### config.mk
export PLATFORM = sky130hd
export DESIGN_NAME = dvp_frame_capture
export DESIGN_NICKNAME = d
export VERILOG_FILES = /design/src/rtl/dvp_pkg.sv /design/src/rtl/dvp_frame_capture_packer.sv /design/src/rtl/dvp_frame_capture.sv
export SDC_FILE = /design/constraint.sdc
export NUM_CORES = 1
export LEC_CHECK = 0
export ABC_AREA = 1
export ABC_CLOCK_PERIOD_IN_PS = 3250
export BUFFER_PORTS_ARGS = -buffer_cell sky130_fd_sc_hd__buf_2
export CELL_PAD_IN_SITES_DETAIL_PLACEMENT = 1
export CELL_PAD_IN_SITES_GLOBAL_PLACEMENT = 1
export CORE_AREA = 2 2 130 132
export DETAILED_ROUTE_END_ITERATION = 8
export DIE_AREA = 0 0 132 134
export MAX_ROUTING_LAYER = met4
export PLACE_DENSITY_LB_ADDON = 0.1
export SLEW_MARGIN = 10
export SYNTH_ARGS = -nofsm -noshare
export SYNTH_HDL_FRONTEND = slang
export SYNTH_SLANG_ARGS = --single-unit
### constraint.sdc
create_clock -name clk -period 3.25 [get_ports clk]
set_clock_uncertainty 0.15 [all_clocks]
set_input_delay 0.1625 -clock clk [delete_from_list [all_inputs] [get_ports clk]]
set_output_delay 0.1625 -clock clk [all_outputs]
set_load 0.03 [all_outputs]
### src/rtl/dvp_pkg.sv
// Shared types and limits for the DVP capture path: FSM states, packer flags
// and the geometry check used at elaboration.
package dvp_pkg;

  typedef enum logic [2:0] {
    IDLE,
    SYNC,
    SKIP,
    ACTIVE,
    DROP
  } state_t;

  localparam int WORD_W     = 32;
  localparam int PIX_CNT_W  = 11;
  localparam int LINE_CNT_W = 10;
  localparam int SKIP_W     = 8;

  typedef struct packed {
    logic sof;
    logic eol;
    logic eof;
  } flags_t;

  // Counter widths above bound the usable geometry.
  function automatic bit geometry_ok(input int img_w, input int img_h, input int skip_frames);
    return (img_w % 4 == 0) && (img_w >= 4) && (img_w < 2048) &&
           (img_h >= 1) && (img_h < 1024) &&
           (skip_frames >= 0) && (skip_frames < 256);
  endfunction

endpackage

### src/rtl/dvp_frame_capture_packer.sv
// Packs gray bytes four-per-word into a held output register with a
// valid/ready handshake; flags an overflow when a word completes while blocked.
module dvp_byte_packer
  import dvp_pkg::*;
(
  input  logic              clk,
  input  logic              rst_n,
  input  logic              flush,
  input  logic              sync,
  input  logic              byte_valid,
  input  logic [7:0]        byte_in,
  input  flags_t            flags,
  input  logic              m_ready,
  output logic [WORD_W-1:0] m_data,
  output logic              m_valid,
  output logic              m_sof,
  output logic              m_eol,
  output logic              m_eof,
  output logic              overflow
);

  logic [1:0]        idx;
  logic [WORD_W-9:0] shreg;
  logic [WORD_W-1:0] word_next;
  logic              word_done;
  logic              accept;

  assign word_next = {shreg, byte_in};
  assign word_done = byte_valid && (idx == 2'd3);
  assign accept    = m_valid && m_ready;
  assign overflow  = word_done && m_valid && !m_ready;

  // A word completing on the same edge as an acceptance simply replaces it.
  always_ff @(posedge clk or negedge rst_n) begin
    if (!rst_n) begin
      idx     <= 2'd0;
      shreg   <= '0;
      m_data  <= '0;
      m_valid <= 1'b0;
      m_sof   <= 1'b0;
      m_eol   <= 1'b0;
      m_eof   <= 1'b0;
    end else if (flush) begin
      idx     <= 2'd0;
      m_valid <= 1'b0;
    end else begin
      if (sync) begin
        idx <= 2'd0;
      end else if (byte_valid) begin
        idx   <= idx + 2'd1;
        shreg <= word_next[WORD_W-9:0];
      end
      if (word_done && !overflow) begin
        m_data  <= word_next;
        m_valid <= 1'b1;
        m_sof   <= flags.sof;
        m_eol   <= flags.eol;
        m_eof   <= flags.eof;
      end else if (accept) begin
        m_valid <= 1'b0;
      end
    end
  end

endmodule

### src/rtl/dvp_frame_capture.sv
// DVP capture front end: waits for camera configuration, skips settling
// frames, then streams packed gray pixels with frame/line markers.
module dvp_frame_capture
  import dvp_pkg::*;
#(
  parameter int IMG_W       = 1280,
  parameter int IMG_H       = 720,
  parameter int SKIP_FRAMES = 2
) (
  input  logic              clk,
  input  logic              rst_n,
  input  logic              cfg_done,
  input  logic              vsync,
  input  logic              href,
  input  logic [7:0]        d,
  output logic [WORD_W-1:0] m_data,
  output logic              m_valid,
  input  logic              m_ready,
  output logic              m_sof,
  output logic              m_eol,
  output logic              m_eof,
  output logic              frame_err,
  output logic              ovf,
  output logic [15:0]       frame_cnt
);

  if (!geometry_ok(IMG_W, IMG_H, SKIP_FRAMES)) begin : g_bad_params
    $error("dvp_frame_capture: unsupported IMG_W/IMG_H/SKIP_FRAMES");
  end

  localparam logic [PIX_CNT_W-1:0]  W_FULL     = PIX_CNT_W'(IMG_W);
  localparam logic [PIX_CNT_W-1:0]  FIRST_WORD = PIX_CNT_W'(4);
  localparam logic [LINE_CNT_W-1:0] H_FULL     = LINE_CNT_W'(IMG_H);
  localparam logic [LINE_CNT_W-1:0] LAST_LINE  = LINE_CNT_W'(IMG_H - 1);

  logic                  vsync_s1, href_s1, vsync_q, href_q;
  logic [7:0]            d_s1;
  logic                  vs_rise, vs_fall, href_rise, href_fall;
  state_t                state;
  logic                  in_frame;
  logic [SKIP_W-1:0]     skip_cnt;
  logic [PIX_CNT_W-1:0]  pix_cnt, pix_next;
  logic [LINE_CNT_W-1:0] line_cnt;
  logic                  capturing, take;
  logic                  line_start_err, line_end_err;
  logic                  overflow, eof_accept;
  flags_t                byte_flags;

  // vsync idles high between frames, so resetting its history high avoids a
  // phantom frame end when the sensor is already between frames.
  always_ff @(posedge clk or negedge rst_n) begin
    if (!rst_n) begin
      vsync_s1 <= 1'b1;
      vsync_q  <= 1'b1;
      href_s1  <= 1'b0;
      href_q   <= 1'b0;
      d_s1     <= 8'd0;
    end else begin
      vsync_s1 <= vsync;
      href_s1  <= href;
      d_s1     <= d;
      vsync_q  <= vsync_s1;
      href_q   <= href_s1;
    end
  end

  assign vs_rise   = vsync_s1 && !vsync_q;
  assign vs_fall   = !vsync_s1 && vsync_q;
  assign href_rise = href_s1 && !href_q;
  assign href_fall = !href_s1 && href_q;

  assign line_end_err   = href_fall && (pix_cnt != W_FULL);
  assign line_start_err = href_rise && (line_cnt == H_FULL);

  // vsync edges take priority over any coincident href activity.
  assign capturing = cfg_done && (state == ACTIVE) && in_frame && !vs_rise && !vs_fall;
  assign take      = capturing && href_s1 && !line_start_err;

  assign pix_next       = pix_cnt + PIX_CNT_W'(1);
  assign byte_flags.sof = (line_cnt == '0) && (pix_next == FIRST_WORD);
  assign byte_flags.eol = (pix_next == W_FULL);
  assign byte_flags.eof = (pix_next == W_FULL) && (line_cnt == LAST_LINE);

  assign eof_accept = m_valid && m_ready && m_eof;

  dvp_byte_packer u_packer (
    .clk        (clk),
    .rst_n      (rst_n),
    .flush      (!cfg_done),
    .sync       (vs_fall),
    .byte_valid (take),
    .byte_in    (d_s1),
    .flags      (byte_flags),
    .m_ready    (m_ready),
    .m_data     (m_data),
    .m_valid    (m_valid),
    .m_sof      (m_sof),
    .m_eol      (m_eol),
    .m_eof      (m_eof),
    .overflow   (overflow)
  );

  // in_frame separates live capture from ACTIVE waiting for the next frame start.
  always_ff @(posedge clk or negedge rst_n) begin
    if (!rst_n) begin
      state     <= IDLE;
      in_frame  <= 1'b0;
      skip_cnt  <= '0;
      pix_cnt   <= '0;
      line_cnt  <= '0;
      frame_err <= 1'b0;
      ovf       <= 1'b0;
      frame_cnt <= 16'd0;
    end else begin
      frame_err <= 1'b0;
      if (eof_accept) frame_cnt <= frame_cnt + 16'd1;
      if (!cfg_done) begin
        state     <= IDLE;
        in_frame  <= 1'b0;
        skip_cnt  <= '0;
        pix_cnt   <= '0;
        line_cnt  <= '0;
        frame_cnt <= 16'd0;
      end else begin
        unique case (state)
          IDLE: state <= SYNC;
          SYNC: begin
            if (vs_rise) begin
              skip_cnt <= SKIP_W'(SKIP_FRAMES);
              state    <= SKIP;
            end
          end
          SKIP: begin
            if (vs_rise) begin
              if (skip_cnt != '0) skip_cnt <= skip_cnt - SKIP_W'(1);
            end else if (vs_fall && (skip_cnt == '0)) begin
              state    <= ACTIVE;
              in_frame <= 1'b1;
              pix_cnt  <= '0;
              line_cnt <= '0;
            end
          end
          ACTIVE: begin
            if (vs_rise) begin
              in_frame <= 1'b0;
              if (in_frame && (line_cnt != H_FULL)) begin
                frame_err <= 1'b1;
                state     <= DROP;
              end
            end else if (vs_fall) begin
              in_frame <= 1'b1;
              pix_cnt  <= '0;
              line_cnt <= '0;
            end else if (in_frame) begin
              if (overflow) begin
                ovf   <= 1'b1;
                state <= DROP;
              end else if (line_end_err || line_start_err) begin
                frame_err <= 1'b1;
                state     <= DROP;
              end else if (href_fall) begin
                line_cnt <= line_cnt + LINE_CNT_W'(1);
                pix_cnt  <= '0;
              end else if (take) begin
                pix_cnt <= pix_next;
              end
            end
          end
          DROP: begin
            if (vs_fall) begin
              state    <= ACTIVE;
              in_frame <= 1'b1;
              pix_cnt  <= '0;
              line_cnt <= '0;
            end
          end
          default: state <= IDLE;
        endcase
      end
    end
  end

endmodule

Word-level counts from Yosys, hierarchy flattened. Cells that the tools add are included.

Add/sub/neg operators: 5. Equality and inequality tests: 32. Multiplexer cells: 62. Bitwise logic cells: 2. Reduce and logical (&&, ||, !) cells: 44.

Operator list (number): $mux 11 (11); $mux 10 (10); $mux 3 (11); $pmux 11 s3 (1); $mux 16 (2); $mux 8 (4); $pmux 10 s3 (1); $ne 4x4->1 const B (6); $logic_and 1x1->1 (22); $ne 3x3->1 const B (7); $eq 10x10->1 const B (2); $reduce_and 9->1 (2); $add 16x1->16 const B (1); $mux 1 (16); $pmux 8 s2 (1); $pmux 3 s5 (1); $add 11x1->11 const B (1); $eq 11x11->1 const B (1); $eq 11x3->1 const B (1); $ne 11x11->1 const B (1); $add 10x1->10 const B (1); $logic_not 10->1 (1); $ne 10x10->1 const B (1); $logic_not 1->1 (9); other kinds (24) (31).

Bits in registers: 125. Input port bits: 14. Output and inout bits: 54.

Depth between registers and ports, before layout.
Word-level depth: 16. Mapped depth: 14. Depth with buffers taken out: 12.

By module. From an unflattened synthesis, not the netlist that was laid out.

Cells, all modules: 817. Area total of the unflattened synthesis: 6341.1 um2.

Modules (own cells, without submodules): dvp_frame_capture (instances 1, cells an instance 547, area each 3880.0 um2); dvp_byte_packer (instances 1, cells an instance 270, area each 2461.1 um2).

Worst setup path before layout. Ideal clock, no wire load.

Path kind: reg-to-reg. Start point: register vsync_s1. End point: register u_packer.m_eof. Library setup time: 0.118 ns. Arrival: 1.934 ns. Data required time: 2.982 ns. Path slack: 1.048 ns. Cell stages (with the launch flop): 15. Clock period less this slack: 2.202 ns. Cell sequence: dfstp_2 inv_1 ha_1 nor2_2 nand2_1 nor2_4 nand2_4 inv_2 nand2_2 nor2_4 inv_2 buf_6 buf_6 nand2_1 nand2_1.

Word-level cells in the longest chain between the ends: 12. Elaborated cells on any way between the ends: 15. Those cells by class: reduce/logical: 15.

Ends and longest elaborated chain: from (decl) (line dvp_frame_capture.sv:36) `logic vsync_s1, href_s1, vsync_q, href_q;`; from (signal assigned) (line dvp_frame_capture.sv:59) `vsync_s1 <= vsync;`; $logic_and 1x1->1 or $logic_not 1->1 (tied branches) (line dvp_frame_capture.sv:67, dvp_frame_capture.sv:68); $logic_not 1->1 or $logic_and 1x1->1 (tied branches) (line dvp_frame_capture.sv:76, dvp_frame_capture.sv:68); $logic_and 1x1->1 or $logic_not 1->1 (tied branches) (line dvp_frame_capture.sv:76) `assign capturing = cfg_done && (state == ACTIVE) && in_frame && !vs_rise && !vs_fall;`; $logic_and 1x1->1 (*) (line dvp_frame_capture.sv:76); $logic_and 1x1->1 (*) (2 in a row) (line dvp_frame_capture.sv:77) `assign take = capturing && href_s1 && !line_start_err;`; $logic_and 1x1->1 (*) (line dvp_frame_capture_packer.sv:29) `assign word_done = byte_valid && (idx == 2'd3);`; $logic_and 1x1->1 (2 in a row) (line dvp_frame_capture_packer.sv:31) `assign overflow = word_done && m_valid && !m_ready;`; $logic_not 1->1 (line dvp_frame_capture_packer.sv:53) `if (word_done && !overflow) begin`; $logic_and 1x1->1 (*) (line dvp_frame_capture_packer.sv:53); $reduce_and 2->1 (no line) (*); to (signal assigned) (line dvp_frame_capture_packer.sv:58) `m_eof <= flags.eof;`; to (decl) (line dvp_frame_capture_packer.sv:18) `output logic m_eof,`.

Every way passes the cells marked *; elsewhere a longest branch is shown, timed or not. A chain may end at the register's enable or synchronous reset.

Final worst setup path.
Start point: register vsync_s1. End point: register pix_cnt[0].

Word-level cells in the longest chain between the ends: 11. Elaborated cells on any way between the ends: 26. Those cells by class: eq/ne: 8; mux: 4; reduce/logical: 14.

Ends and longest elaborated chain: $logic_and 1x1->1 or $logic_not 1->1 (tied branches) (line dvp_frame_capture.sv:67, dvp_frame_capture.sv:68); $logic_not 1->1 or $logic_and 1x1->1 (tied branches) (line dvp_frame_capture.sv:76, dvp_frame_capture.sv:68); $logic_and 1x1->1 or $logic_not 1->1 (tied branches) (line dvp_frame_capture.sv:76); $logic_and 1x1->1 (line dvp_frame_capture.sv:76); $logic_and 1x1->1 (2 in a row) (line dvp_frame_capture.sv:77); $logic_and 1x1->1 (line dvp_frame_capture_packer.sv:29); $logic_and 1x1->1 (2 in a row) (line dvp_frame_capture_packer.sv:31); $ne 4x4->1 (no line); $reduce_and 9->1 (no line); to (signal assigned) (line dvp_frame_capture.sv:165) `pix_cnt <= pix_next;`; to (decl) (line dvp_frame_capture.sv:42) `logic [PIX_CNT_W-1:0] pix_cnt, pix_next;`.

Several ways; a longest one is shown, not always the timed one. The select of a mux whose other input is x is not followed.

==> impl_metrics.yaml <==
status:
  run_status: "finished, final reports clean"
synth:
  syn-instance-count: 732
  synth.top_cell.area_share_pct: 51.6
  ys_async_sr_fraction_pct: 100
  post_synth.cell_area_avg_um2: 8.14
  ys_top_cells_by_area: "sky130_fd_sc_hd__dfrtp_1 (52%), sky130_fd_sc_hd__nand2_1 (13%), sky130_fd_sc_hd__o21ai_0 (7.4%), sky130_fd_sc_hd__inv_1 (5.0%), sky130_fd_sc_hd__nor2_1 (3.8%)"
  synth.lib_cells_used.distinct: 37
  mappedNetlistNets: 757
  synthesis.yosys.warnings: 0
  post-synth-top-area-cell: "sky130_fd_sc_hd__dfrtp_1"
  seq_area_frac_synth_pct: 52.5
  synth_enable_flop_cells: 0
  synth_top_flop_cell: "sky130_fd_sc_hd__dfrtp_1"
  post_synth_instance_area_mm2: 0.00596
  postSynthRegisterBits: 125
critical_path:
  timing.critical_path.arrival_ps: 2840
  r2r-start: "vsync_s1"
  timing.critical_path.required_ps: 3390
  startpoint_type: "flop"
  worst_path_most_repeated_cell: "sky130_fd_sc_hd__nand2_1"
  critical_path_peak_fanout: 12
  worst_r2r_path_depth: 12
  timing.reg2reg.setup_slack_ps: 550
  critical_path.cell_chain: "inv_1 -> ha_1 -> nor2_2 -> nand2_1 -> buf_4 -> nor2_1 -> nand2_1 -> nand3_1 -> nor2_1 -> buf_4 -> nand2_1 -> nand2_1"
  critPathBufInv: 3
  cp_slowest_cell: "sky130_fd_sc_hd__dfstp_2"
  worst_path_largest_cell_delay_ps: 540
  critical_r2r_capture: "pix_cnt[0]"
  worst_setup_path_end_kind: "flop"
  path_class: "flop to flop"
  worst_path_dominant_cell_family: "simple AND/OR/NAND/NOR gates"
sta:
  tns_ps: 0
  final_period_minus_worst_setup_slack_ps: 2700
  report.final.setup_viol: 0
  worst_hold_slack_ps: 73.0
  maxClockFrequency_mhz: 370
  finalCritPeriodShare_pct: 83.1
  setup_slack_ps: 550
  hold_viol_final: 0
  final_max_slew_viol_count: 0
  unrepaired_setup_endpoints_after_global_routing: "no"
  slew-limit-headroom_pct: 42.4
  worst-slew-pin-transition_ps: 862
placement:
  globalplace.congestion: 0.798
  buffer_ports.inserted: 67
  placement.setup.worst_slack_ps: 557
  hpwl_um: 10900
run:
  maxcap_viol_count: 0
route:
  detail_route.first_pass.iterations: 4
  drt_iter0_drc: 240
  num_vias: 5132
  ratio_of_routed_vias_to_standard_cells: 4.91
  route.final.wire_length_um: 15600
  ant_nets: 0
  wl_per_cell_um: 14.9
  drt_drc_violations_left: 0
worst_hold_path:
  hold-path-cell-count: 4
  min_delay_worst_endpoint: "frame_cnt[10]"
  timing.hold.worst.start: "cfg_done"
  min_path_type: "input port to flop"
global_routing:
  met3_usage_pct: 4.61
  grt_max_degree: 60
  vias_in_the_first_global_route: 5363
  grt_util_all_layers_pct: 19.3
  wire_length_of_the_first_global_routing_pass_um: 26700
  grt_busiest_layer: "met2"
  antenna_found_initial: 0
  grt.met2_usage_pct: 31.6
  grt_overflow_total: 0
  grt.met1_usage_pct: 23.8
floorplanning:
  fp.dieW_um: 132
  floorplan.initialDensity_pct: 36.6
  core.rowCount: 47
  boundaryPins: 68
  core_mm2: 0.0163
  total_die_area_mm2: 0.0177
  die_height_um: 134
layout:
  post_route_cells_drive_above_1_share_pct: 15.1
  multi_input_area_mm2: 0.00238
  fillerInstances: 2001
  number_of_diodes_added_for_antenna_fixing: 0
  nNetsFinal: 839
  layout-area-overhead-vs-synth_pct: 21.9
  layout.area.seq_mm2: 0.00313
clock_tree:
  cts_max_level: 4
  clk_pin_slew_ps: 60
  root_cell_of_the_clock_tree: "sky130_fd_sc_hd__clkbuf_16"
  clock_tree.buffer_depth: 2
  cts_made_buffers: 17
  cts.hold.buffers_added: 12
  post_cts_repair_timing_setup_buffer_count: 0
  clkLatencyLatePin_ps: 420
  cts_num_sinks: 125
  tritoncts_clock_tree: "built"
  post_cts.resized_instances: 0
power:
  ir_drop_v: 0.000384
  cellPowerDensity_mw_per_mm2: 612
  leakage_nw: 3.70
worst reg2reg max path, stage by stage, from the launching register on:
cell and delay, ps:
sky130_fd_sc_hd__dfstp_2 540, sky130_fd_sc_hd__inv_1 40, sky130_fd_sc_hd__ha_1 270, sky130_fd_sc_hd__nor2_2 270, sky130_fd_sc_hd__nand2_1 160, sky130_fd_sc_hd__buf_4 210, sky130_fd_sc_hd__nor2_1 160, sky130_fd_sc_hd__nand2_1 70
sky130_fd_sc_hd__nand3_1 300, sky130_fd_sc_hd__nor2_1 80, sky130_fd_sc_hd__buf_4 190, sky130_fd_sc_hd__nand2_1 80, sky130_fd_sc_hd__nand2_1 60
metrics by stage:
step / utilization, % / area, um^2 / total power, mW / std cells
5_1_grt: 44.6 / 7270 / 4.69 / 1046
2_1_floorplan: - / 5960 / 2.23 / 732
3_5_place_dp: 40.0 / 6520 / 2.45 / 1003
6_report: 44.6 / 7270 / 4.44 / 1046
4_1_cts: 44.6 / 7270 / 4.50 / 1046
3_3_place_gp: 40.0 / 6520 / 2.42 / 1003
synth_stat cells (3+ instances only):
| master | number |
|---|---|
| sky130_fd_sc_hd__nand2_1 | 207 |
| sky130_fd_sc_hd__dfrtp_1 | 123 |
| sky130_fd_sc_hd__o21ai_0 | 88 |
| sky130_fd_sc_hd__inv_1 | 80 |
| sky130_fd_sc_hd__nor2_1 | 61 |
| sky130_fd_sc_hd__nand3_1 | 42 |
| sky130_fd_sc_hd__a21oi_1 | 20 |
| sky130_fd_sc_hd__nor3_1 | 18 |
| sky130_fd_sc_hd__xor2_1 | 12 |
| sky130_fd_sc_hd__ha_1 | 11 |
| sky130_fd_sc_hd__nand4_1 | 10 |
| sky130_fd_sc_hd__clkbuf_1 | 9 |
| sky130_fd_sc_hd__buf_2 | 7 |
| sky130_fd_sc_hd__clkbuf_2 | 5 |
| sky130_fd_sc_hd__inv_2 | 4 |
| sky130_fd_sc_hd__nor2_2 | 4 |
| sky130_fd_sc_hd__nor4_1 | 3 |
logic make-up after synthesis:
logic type	synth area share [%]
simple gates	25.7
fa+ha+maj	2.31
buf+inv	7.49
compound gates	10.1
xor+xnor	1.91
flops	52.5
cells in the final DEF (no fill, tap or decap), types with 2 or more instances in the layout:
cell                            instances
sky130_fd_sc_hd__a21oi_1               20
sky130_fd_sc_hd__buf_2                 66
sky130_fd_sc_hd__buf_4                  9
sky130_fd_sc_hd__bufinv_16              3
sky130_fd_sc_hd__clkbuf_16             17
sky130_fd_sc_hd__clkbuf_8               3
sky130_fd_sc_hd__clkinvlp_4             3
sky130_fd_sc_hd__dfrtp_1              123
sky130_fd_sc_hd__dfstp_2                2
sky130_fd_sc_hd__dlygate4sd3_1         12
sky130_fd_sc_hd__ha_1                  11
sky130_fd_sc_hd__inv_1                 80
sky130_fd_sc_hd__inv_2                  4
sky130_fd_sc_hd__inv_6                  4
sky130_fd_sc_hd__nand2_1              207
sky130_fd_sc_hd__nand2_2                2
sky130_fd_sc_hd__nand3_1               42
sky130_fd_sc_hd__nand3b_1               2
sky130_fd_sc_hd__nand4_1               10
sky130_fd_sc_hd__nand4_2                2
sky130_fd_sc_hd__nor2_1                61
sky130_fd_sc_hd__nor2_2                 4
sky130_fd_sc_hd__nor2_4                 2
sky130_fd_sc_hd__nor3_1                18
sky130_fd_sc_hd__nor3b_1                2
sky130_fd_sc_hd__nor4_1                 3
sky130_fd_sc_hd__o21ai_0               88
sky130_fd_sc_hd__xor2_1                12
sequential cells by signal (all words and copies together), names as in the netlist, 2 cells and up:
| register | count |
|---|---|
| state | 3 |
| d_s1 | 8 |
| pix_cnt | 11 |
| u_packer.m_data | 32 |
| u_packer.shreg | 24 |
| line_cnt | 10 |
| frame_cnt | 16 |
| skip_cnt | 8 |
| u_packer.idx | 2 |
layout make-up:
cell class,count,share of cell area (%)
clock buffer,20,6.42
clock inverter,11,2.15
inverter,84,4.34
multi-input combinational,498,32.8
sequential,125,43.1
tap,220,3.79
timing repair buffer,88,7.40
per-layer routing:
metal | up-vias | routed length [um]
met2 | 75 | 7680
met4 | 0 | 290
met5 | - | 0
met3 | 23 | 411
li1 | 2507 | -
met1 | 2527 | 7240
power breakdown:
group	internal [mW]	switching (mW)
sequential	1.65	0.0811
clock	1.27	0.731
combinational	0.217	0.495
total	3.14	1.31
worst max-delay path by stage:
stage | from | endpoint | cells past startpoint | slack (ps)
detailed placement | vsync_s1 | u_packer.m_data[6] | 11 | 560
floorplan | vsync_s1 | u_packer.m_eof | 14 | 1050
finish | vsync_s1 | pix_cnt[0] | 12 | 550
global placement | vsync_s1 | u_packer.m_data[15] | 12 | 720
global route | vsync_s1 | pix_cnt[0] | 12 | 280
CTS | vsync_s1 | u_packer.m_data[6] | 11 | 490
(Power assumes the default switching activity.)
